### src/rtl/toggle_window_sequencer.sv
`default_nettype none
// ============================================================================
// Module      : toggle_window_sequencer
// Description : Generates a toggling control line for a programmed number of
//               transitions after a start request. It also provides a busy
//               window, a running toggle count and a one-cycle done pulse.
//
//   Ports
//     clk      in   1       clock, all state changes on posedge
//     rst      in   1       asynchronous active-low reset
//     start    in   1       run request, sampled only while idle
//     len      in   CNT_W   toggles requested (clamped to MAX_LEN)
//     hold_m1  in   HOLD_W  level hold length minus one
//     abort    in   1       synchronous cancel of an active run
//     tog_out  out  1       generated toggling signal
//     busy     out  1       high while a run is active (LEAD or RUN)
//     count    out  CNT_W   toggles issued in the current or last run
//     done     out  1       one-cycle pulse at normal completion
//
// Revision    : 1.0 - initial release
// ============================================================================
module toggle_window_sequencer #(
  parameter int MAX_LEN = 16,
  parameter int CNT_W   = $clog2(MAX_LEN + 1),
  parameter int HOLD_W  = 3
) (
  input  logic              clk,
  input  logic              rst,
  input  logic              start,
  input  logic [CNT_W-1:0]  len,
  input  logic [HOLD_W-1:0] hold_m1,
  input  logic              abort,
  output logic              tog_out,
  output logic              busy,
  output logic [CNT_W-1:0]  count,
  output logic              done
);

  localparam logic [1:0] S_IDLE = 2'd0;
  localparam logic [1:0] S_LEAD = 2'd1;
  localparam logic [1:0] S_RUN  = 2'd2;
  localparam logic [1:0] S_DONE = 2'd3;

  localparam logic [CNT_W-1:0] C_MAX_LEN = CNT_W'(MAX_LEN);

  logic [1:0]        state_q, state_d;
  logic              tog_q, tog_d;
  logic              busy_q, busy_d;
  logic              done_q, done_d;
  logic [CNT_W-1:0]  count_q, count_d;
  logic [CNT_W-1:0]  len_q, len_d;
  logic [HOLD_W-1:0] hm1_q, hm1_d;
  logic [HOLD_W-1:0] hold_q, hold_d;

  logic [CNT_W-1:0]  len_eff;

  assign len_eff = (len > C_MAX_LEN) ? C_MAX_LEN : len;

  always_comb begin
    state_d = state_q;
    tog_d   = tog_q;
    count_d = count_q;
    len_d   = len_q;
    hm1_d   = hm1_q;
    hold_d  = hold_q;

    case (state_q)
      S_IDLE: begin
        // start has priority over abort here; abort is meaningless when idle
        if (start) begin
          count_d = '0;
          if (len_eff != '0) begin
            len_d   = len_eff;
            hm1_d   = hold_m1;
            state_d = S_LEAD;
          end else begin
            state_d = S_DONE;
          end
        end
      end

      S_LEAD: begin
        if (abort) begin
          state_d = S_IDLE;
          tog_d   = 1'b0;
        end else begin
          // First toggle is issued on the transition into RUN
          state_d = S_RUN;
          tog_d   = ~tog_q;
          count_d = count_q + 1'b1;
          hold_d  = hm1_q;
        end
      end

      S_RUN: begin
        if (abort) begin
          state_d = S_IDLE;
          tog_d   = 1'b0;
        end else if (hold_q != '0) begin
          hold_d = hold_q - 1'b1;
        end else if (count_q < len_q) begin
          tog_d   = ~tog_q;
          count_d = count_q + 1'b1;
          hold_d  = hm1_q;
        end else begin
          // Final level has been held its full length; tog_out keeps it
          state_d = S_DONE;
        end
      end

      default: begin
        state_d = S_IDLE;
      end
    endcase
  end

  // Status outputs are registered from the next state so that they line up
  // with the state they describe without any input-to-output path.
  always_comb begin
    busy_d = (state_d == S_LEAD) || (state_d == S_RUN);
    done_d = (state_d == S_DONE);
  end

  always_ff @(posedge clk or negedge rst) begin
    if (!rst) begin
      state_q <= S_IDLE;
      tog_q   <= 1'b0;
      busy_q  <= 1'b0;
      done_q  <= 1'b0;
      count_q <= '0;
      len_q   <= '0;
      hm1_q   <= '0;
      hold_q  <= '0;
    end else begin
      state_q <= state_d;
      tog_q   <= tog_d;
      busy_q  <= busy_d;
      done_q  <= done_d;
      count_q <= count_d;
      len_q   <= len_d;
      hm1_q   <= hm1_d;
      hold_q  <= hold_d;
    end
  end

  assign tog_out = tog_q;
  assign busy    = busy_q;
  assign count   = count_q;
  assign done    = done_q;

endmodule
`default_nettype wire

### config.mk
export PLATFORM = sky130hd
export DESIGN_NAME = toggle_window_sequencer
export DESIGN_NICKNAME = d
export VERILOG_FILES = /design/src/rtl/toggle_window_sequencer.sv
export SDC_FILE = /design/constraint.sdc
export NUM_CORES = 1
export LEC_CHECK = 0
export ABC_AREA = 1
export CORE_AREA = 4 4 51 53
export CTS_CLUSTER_SIZE = 28
export DETAILED_ROUTE_END_ITERATION = 7
export DIE_AREA = 0 0 55 57
export DONT_BUFFER_PORTS = 1
export MAX_ROUTING_LAYER = met4
export PLACE_DENSITY = 0.8
export RECOVER_POWER = 50
export SYNTH_ARGS = -nofsm -noshare
export SYNTH_HDL_FRONTEND = slang
export SYNTH_SLANG_ARGS = --single-unit
export TNS_END_PERCENT = 5
### constraint.sdc
create_clock -name clk -period 3.4 [get_ports clk]
set_clock_uncertainty 0.15 [all_clocks]
set_input_delay 0.68 -clock clk [delete_from_list [all_inputs] [get_ports clk]]
set_output_delay 0.68 -clock clk [all_outputs]
set_load 0.01 [all_outputs]
==> results.sh, run 1 <==
export IMPL_cts_resized=0
export IMPL_average_via_count_per_standard_cell=5.04
export IMPL_cts_sinks=21
export IMPL_grt_first_pass_wirelength_um=3890
export IMPL_critical_path_cell_by_cell="ha_1 > nand2_1 > nor2_1 > nand2_1 > nand3_1 > nand3_1 > nand2_1 > nand2_1 > a21oi_1 > ha_1"
export IMPL_first_global_vias=905
export IMPL_core_mm2=0.00215
export IMPL_detailedRoute_firstPassIterationCount=4
export IMPL_crit_top_cell="sky130_fd_sc_hd__nand2_1"
export IMPL_cts_tree="yes"
export IMPL_cts_reportedPaths_clkPinSlew_ns=0.12
export IMPL_fin_crit_ns=2.03
export IMPL_pin_count_of_the_biggest_net_entering_global_routing=22
export IMPL_crit_slowest_cell="sky130_fd_sc_hd__dfrtp_1"
export IMPL_final_design_area_no_fill_mm2=0.00129
export IMPL_post_synth_instance_area_mm2=0.00125
export IMPL_count_of_buffers_inserted_at_the_top_level_ports=0
export IMPL_finalCritPeriodShare_pct=59.8
export IMPL_clock_fmax_ghz=0.492
export IMPL_ys_seq_elements=21
export IMPL_timing_critical_path_slowest_cell_delay_ns=0.50
export IMPL_holdWs_ns=0.346
export IMPL_die_height_um=57
export IMPL_p_per_area_mw_per_mm2=836
export IMPL_cts_inserted_buffers=3
export IMPL_dp_hpwl_um=1690
export IMPL_fin_tns_setup_ns=0
export IMPL_power_ir_vdd_worst_mv=0.398
export IMPL_layout_area_overhead_vs_synth_pct=2.90
export IMPL_grt_use_total_pct=16.9
export IMPL_report_final_hold_viol_count=0
export IMPL_antenna_found_initial=0
export IMPL_rsz0062_at_grt="false"
export IMPL_die_width_um=55
export IMPL_final_total_pwr_mw=1.08
export IMPL_via_count=943
export IMPL_critPathTopFamily="adder cells"
export IMPL_cp_data_required_time_ns=3.45
export IMPL_synth_seq_area_share_pct=42.0
export IMPL_clock_insertion_delay_worst_skew_ns=0.30
export IMPL_cts_root_to_sink_buffers=2
export IMPL_pre_cts_ws_ns=1.36
export IMPL_initial_standard_cell_utilization_of_the_core_pct=58.3
export IMPL_cp_start_kind="flip-flop"
export IMPL_first_iter_violations=22
export IMPL_final_setup_viol_count=0
export IMPL_synthesis_nets=180
export IMPL_drtAntennaViolNets=0
export IMPL_synth_warning_count=0
export IMPL_globalRoute_totalOverflow=0
export IMPL_antenna_diode_count=0
export IMPL_setup_crit_path_kind="reg2reg"
export IMPL_clockRootBuffer="sky130_fd_sc_hd__clkbuf_4"
export IMPL_cp_buffers_inverters=0
export IMPL_worst_slew_margin_rel_pct=38.3
export IMPL_finalWorstSetupSlack_ns=1.37
export IMPL_synth_cell_types=18
export IMPL_max_cap_violations=0
export IMPL_syn_instance_count=156
export IMPL_detailed_place_area_mm2=0.00126
export IMPL_syn_mean_instance_area_um2=8.03
export IMPL_crit_path_end_kind="flip-flop"
export IMPL_timing_critical_path_arrival_ns=2.08
export IMPL_drt_total_wl_um=2160
export IMPL_route_detailed_wl_per_inst_um=11.5
export IMPL_worst_min_path_class="reg2reg"
export IMPL_worst_slew_pin_slew_ns=0.923
export IMPL_drive_gt1_share_pct=6.29
export IMPL_p_leak_nw=0.690
export IMPL_boundaryPins=20
export IMPL_remaining_drc_errors=0
export IMPL_nets=184
export IMPL_die_area_mm2=0.00314
export IMPL_status="finished, final reports clean"
export IMPL_placementRows=17
export IMPL_cts_htree_levels=1
export IMPL_maxSlewViolCount=0
export IMPL_path_max_fanout=6
export IMPL_routabilityCongestion=0.803
-- stage by stage --
step,utilization (%),instances
6_report,60.0,187
5_1_grt,60.0,187
4_1_cts,60.6,187
3_5_place_dp,58.9,182
3_3_place_gp,58.9,182
2_1_floorplan,-,156
-- flip-flops by register name (all words and copies together) (netlist names) --
register and cells:
done 1, len_q 5, tog_out 1, count 5
busy 1, hold_q 3, state_q 2, hm1_q 3
-- path summary, 6_finish.rpt --
kind,from,endpoint,slack (ns),depth (start not counted)
max,count[3],busy,1.37,10
min,len_q[1],len_q[1],0.35,2
max reg2reg,count[3],busy,1.37,10
min reg2reg,len_q[1],len_q[1],0.35,2
max in group asynchronous,rst,hm1_q[2],1.74,1
min in group asynchronous,rst,count[0],0.79,1
-- layer usage --
| metal | GRT usage [%] | up-vias | part of all wire, % |
|---|---|---|---|
| met5 | - | - | 0 |
| met4 | 6.25 | 0 | 1.4 |
| met3 | 3.92 | 4 | 5.6 |
| met2 | 23.8 | 23 | 45 |
| met1 | 23.5 | 423 | 48 |
| li1 | - | 493 | - |
-- placed cells by master (no fill, tap or decap), types with 2 or more instances in the layout --
| cell type | synthesis | routed |
|---|---|---|
| sky130_fd_sc_hd__inv_1 | 24 | 24 |
| sky130_fd_sc_hd__dfrtp_1 | 21 | 21 |
| sky130_fd_sc_hd__nand3_1 | 5 | 6 |
| sky130_fd_sc_hd__o21ai_1 | 14 | 11 |
| sky130_fd_sc_hd__a21oi_1 | 5 | 5 |
| sky130_fd_sc_hd__inv_2 | 2 | 2 |
| sky130_fd_sc_hd__nand2_1 | 47 | 47 |
| sky130_fd_sc_hd__nor2_1 | 9 | 9 |
| sky130_fd_sc_hd__clkbuf_4 | 0 | 3 |
| sky130_fd_sc_hd__o21ai_0 | 5 | 10 |
| sky130_fd_sc_hd__ha_1 | 12 | 12 |
-- report_power, final --
part | total [mW] | internal, mW | switching (mW)
Clock | 0.121 | 0.0457 | 0.0750
Combinational | 0.525 | 0.196 | 0.329
Sequential | 0.432 | 0.351 | 0.0815
-- synth_stat cells (all sizes together) --
| cell | count | area (um2) |
|---|---|---|
| a21oi | 5 | 25.0 |
| buf | 2 | 22.5 |
| dfrtp | 21 | 526 |
| ha | 12 | 150 |
| inv | 26 | 97.6 |
| nand2 | 47 | 176 |
| nand3 | 8 | 62.6 |
| nor2 | 9 | 33.8 |
| nor3 | 1 | 10.0 |
| nor4 | 1 | 12.5 |
| o21ai | 22 | 121 |
| or2 | 1 | 6.26 |
| xor2 | 1 | 8.76 |
-- logic make-up (layout without fill, tap and decap cells) --
| group | count (synthesis) | count (layout) | share of synthesized area [%] |
|---|---|---|---|
| and+or+nand+nor | 67 | 67 | 24.1 |
| adders and majority gates | 12 | 12 | 12.0 |
| AOI/OAI and AO/OA | 27 | 27 | 11.7 |
| DFF | 21 | 21 | 42.0 |
| xor gates and xnor gates | 1 | 1 | 0.699 |
| buffers and inverters | 28 | 31 | 9.59 |
-- final cells by class --
cell class / instances / area [um2]
sequential: 21 / 526
clock buffer: 4 / 26.3
fill: 198 / 860
timing repair buffer: 1 / 10.0
inverter: 26 / 97.6
multi-input combinational: 107 / 594
tap: 28 / 35.0
-- worst min-delay path, stage by stage, from the launching register on --
cell	delay (ns)
sky130_fd_sc_hd__dfrtp_1	0.36
sky130_fd_sc_hd__nand2_1	0.05
sky130_fd_sc_hd__o21ai_0	0.06
-- what timing repair did --
action	4_1_cts	5_1_grt
hold buffers	1	0
hold endpoints to repair	21	0
setup buffers	0	0
Note: power is estimated with default switching activity, not from simulation.
==> run 2: changes to the inputs <==
--- a/config.mk
+++ b/config.mk
@@ -6,13 +6,13 @@
 export NUM_CORES = 1
 export LEC_CHECK = 0
 export ABC_AREA = 1
-export CORE_AREA = 4 4 51 53
+export CORE_AREA = 4 4 53 55
 export CTS_CLUSTER_SIZE = 28
 export DETAILED_ROUTE_END_ITERATION = 7
-export DIE_AREA = 0 0 55 57
+export DIE_AREA = 0 0 57 59
 export DONT_BUFFER_PORTS = 1
 export MAX_ROUTING_LAYER = met4
-export PLACE_DENSITY = 0.8
+export PLACE_DENSITY = 0.78
 export RECOVER_POWER = 50
 export SYNTH_ARGS = -nofsm -noshare
 export SYNTH_HDL_FRONTEND = slang
==> constraint.sdc (replaced) <==
create_clock -name clk -period 1.65 [get_ports clk]
set_clock_uncertainty 0.15 [all_clocks]
set_input_delay 0.33 -clock clk [delete_from_list [all_inputs] [get_ports clk]]
set_output_delay 0.33 -clock clk [all_outputs]
set_load 0.01 [all_outputs]
==> results.sh, run 2 (synthesized netlist as in run 1, its figures left out) <==
export IMPL_via_count=1085
export IMPL_clock_fmax_ghz=0.523
export IMPL_power_switching_fraction_pct=42.8
export IMPL_status="finished, violations left"
export IMPL_drt_total_wl_um=2640
export IMPL_holdWs_ns=0.0111
export IMPL_remaining_drc_errors=0
export IMPL_violations="negative setup slack"
export IMPL_cts_root_to_sink_buffers=2
export IMPL_clockRootBuffer="sky130_fd_sc_hd__clkbuf_4"
export IMPL_cp_start_kind="flip-flop"
export IMPL_finalWorstSetupSlack_ns=-0.260
export IMPL_layout_common_cells="46 x sky130_fd_sc_hd__nand2_1, 22 x sky130_fd_sc_hd__inv_1, 20 x sky130_fd_sc_hd__dfrtp_1"
export IMPL_finalCritPeriodShare_pct=116
export IMPL_cts_htree_levels=1
export IMPL_cts_tree="yes"
export IMPL_final_total_pwr_mw=2.76
export IMPL_die_width_um=57
export IMPL_crit_path_end_kind="flip-flop"
export IMPL_worst_min_path_class="in2reg"
export IMPL_die_height_um=59
export IMPL_antenna_found_initial=0
export IMPL_power_frac_clock_pct=9.0
export IMPL_layout_area_overhead_vs_synth_pct=27.6
export IMPL_maxSlewViolCount=0
export IMPL_cts_inserted_buffers=3
export IMPL_p_switching_mw=1.18
export IMPL_detailedRoute_firstPassIterationCount=5
export IMPL_first_global_vias=1068
export IMPL_placementRows=18
export IMPL_crit_slowest_cell="sky130_fd_sc_hd__dfrtp_1"
export IMPL_worst_slew_pin_slew_ns=0.929
export IMPL_path_max_fanout=3
export IMPL_max_cap_violations=0
export IMPL_setup_crit_path_kind="reg2reg"
export IMPL_reg_power_share_pct=30.8
export IMPL_critical_path_cell_by_cell="ha_4 > nand2_2 > nor2_2 > nand2_1 > nand3_2 > nand3_2 > nand2_1 > nand2_1 > a21oi_2 > ha_1"
export IMPL_comb_power_share_pct=60.2
export IMPL_grt_first_pass_wirelength_um=4510
export IMPL_route_detailed_wl_per_inst_um=12.1
export IMPL_dp_hpwl_um=2000
export IMPL_cp_data_required_time_ns=1.69
export IMPL_cts_reportedPaths_clkPinSlew_ns=0.12
export IMPL_routabilityCongestion=0.812
export IMPL_nets=212
export IMPL_antenna_diode_count=0
export IMPL_globalRoute_totalOverflow=0
export IMPL_initial_standard_cell_utilization_of_the_core_pct=52.5
export IMPL_drive_gt1_share_pct=26.2
export IMPL_worst_slew_margin_rel_pct=37.9
export IMPL_report_final_hold_viol_count=0
export IMPL_count_of_buffers_inserted_at_the_top_level_ports=0
export IMPL_commonest_non_fill_non_tap_cell_in_the_layout="sky130_fd_sc_hd__nand2_1"
export IMPL_grt_use_total_pct=17.6
export IMPL_drtAntennaViolNets=0
export IMPL_first_iter_violations=15
export IMPL_internal_power_mw=1.58
export IMPL_crit_top_cell="sky130_fd_sc_hd__nand2_1"
export IMPL_average_via_count_per_standard_cell=5.00
export IMPL_p_per_area_mw_per_mm2=1730
export IMPL_timing_critical_path_slowest_cell_delay_ns=0.45
export IMPL_fin_crit_ns=1.91
export IMPL_power_ir_vdd_worst_mv=1.09
export IMPL_pin_count_of_the_biggest_net_entering_global_routing=22
export IMPL_timing_critical_path_arrival_ns=1.95
export IMPL_rsz0062_at_grt="true"
export IMPL_clock_insertion_delay_worst_skew_ns=0.30
export IMPL_p_leak_nw=0.820
export IMPL_cts_sinks=21
export IMPL_core_mm2=0.00239
export IMPL_die_area_mm2=0.00336
export IMPL_boundaryPins=20
export IMPL_final_setup_viol_count=10
==> run 2: cell count changes in the layout (fill, tap and decap cells not counted), moves of 3 or more <==
| cell | previous run | this run |
|---|---|---|
| sky130_fd_sc_hd__buf_4 | 0 | 18 |
| sky130_fd_sc_hd__ha_1 | 12 | 7 |
| sky130_fd_sc_hd__o21ai_0 | 10 | 5 |
| sky130_fd_sc_hd__clkbuf_1 | 1 | 5 |
| sky130_fd_sc_hd__dlygate4sd3_1 | 1 | 5 |
| sky130_fd_sc_hd__nand3_1 | 6 | 2 |
| sky130_fd_sc_hd__ha_4 | 0 | 3 |
| sky130_fd_sc_hd__nand3_2 | 1 | 4 |
| sky130_fd_sc_hd__o21ai_1 | 11 | 14 |
==> run 2: metal layers <==
layer / vias up / wire length [um] / global-route usage (%)
met1: 493 / 1110 / 20.3
li1: 552 / - / -
met5: - / 0 / -
met2: 32 / 1300 / 30.5
met3: 8 / 178 / 3.49
met4: 0 / 44 / 6.29
==> run 2: power by group through the flow <==
stage               clock [mW]  combinational [mW]  sequential [mW]
global placement             0                1.43            0.853
global route             0.281                1.89            0.879
finish                   0.249                1.66            0.852
floorplan                    0                1.01            0.865
CTS                      0.264                1.60            0.853
detailed placement           0                1.50            0.862
==> run 2: stage by stage <==
stage | setup slack (ns) | utilization [%] | cell area (um2) | cells | setup TNS, ns
floorplan | -0.177 | - | 1280 | 156 | -0.228
global placement | -0.182 | 61.0 | 1460 | 205 | -0.542
detailed placement | -0.242 | 61.0 | 1460 | 205 | -1.03
CTS | -0.206 | 65.8 | 1570 | 215 | -0.751
global route | -0.366 | 66.9 | 1600 | 217 | -2.32
finish | -0.260 | 66.9 | 1600 | 217 | -1.04
==> run 2: path summary, 6_finish.rpt <==
kind,slack (ns),depth (start not counted),end,from
min in group asynchronous,0.44,1,count[0],rst
hold reg to reg,0.35,2,len_q[3],len_q[3]
max in group asynchronous,0.29,1,count[2],rst
setup reg to reg,-0.26,10,busy,count[4]
hold / removal,0.01,2,len_q[2],len[2]
setup / recovery,-0.26,10,busy,count[4]
==> run 2: worst max-delay path: cells and delay by family (launching register included) <==
family,cells,cell delay (ns)
AND/OR/NAND/NOR,7,0.51
flip-flops,1,0.45
adder cells (fa/ha/maj),2,0.53
AO/OA/AOI/OAI,1,0.15
==> run 2: area by class of cell <==
class                      instances  area, um2
fill                             204        790
clock buffer                       4       26.3
timing repair buffer              29        223
tap                               30       37.5
inverter                          26       97.6
sequential                        21        527
multi-input combinational        107        687
==> run 2: timing repair <==
action | CTS | global route
resized for setup | 9 | 5
setup buffers | 1 | 2
endpoints found under the hold margin | 25 | 0
pin swaps | 3 | 3
setup endpoints to repair | 11 | 21
hold buffers | 5 | 0
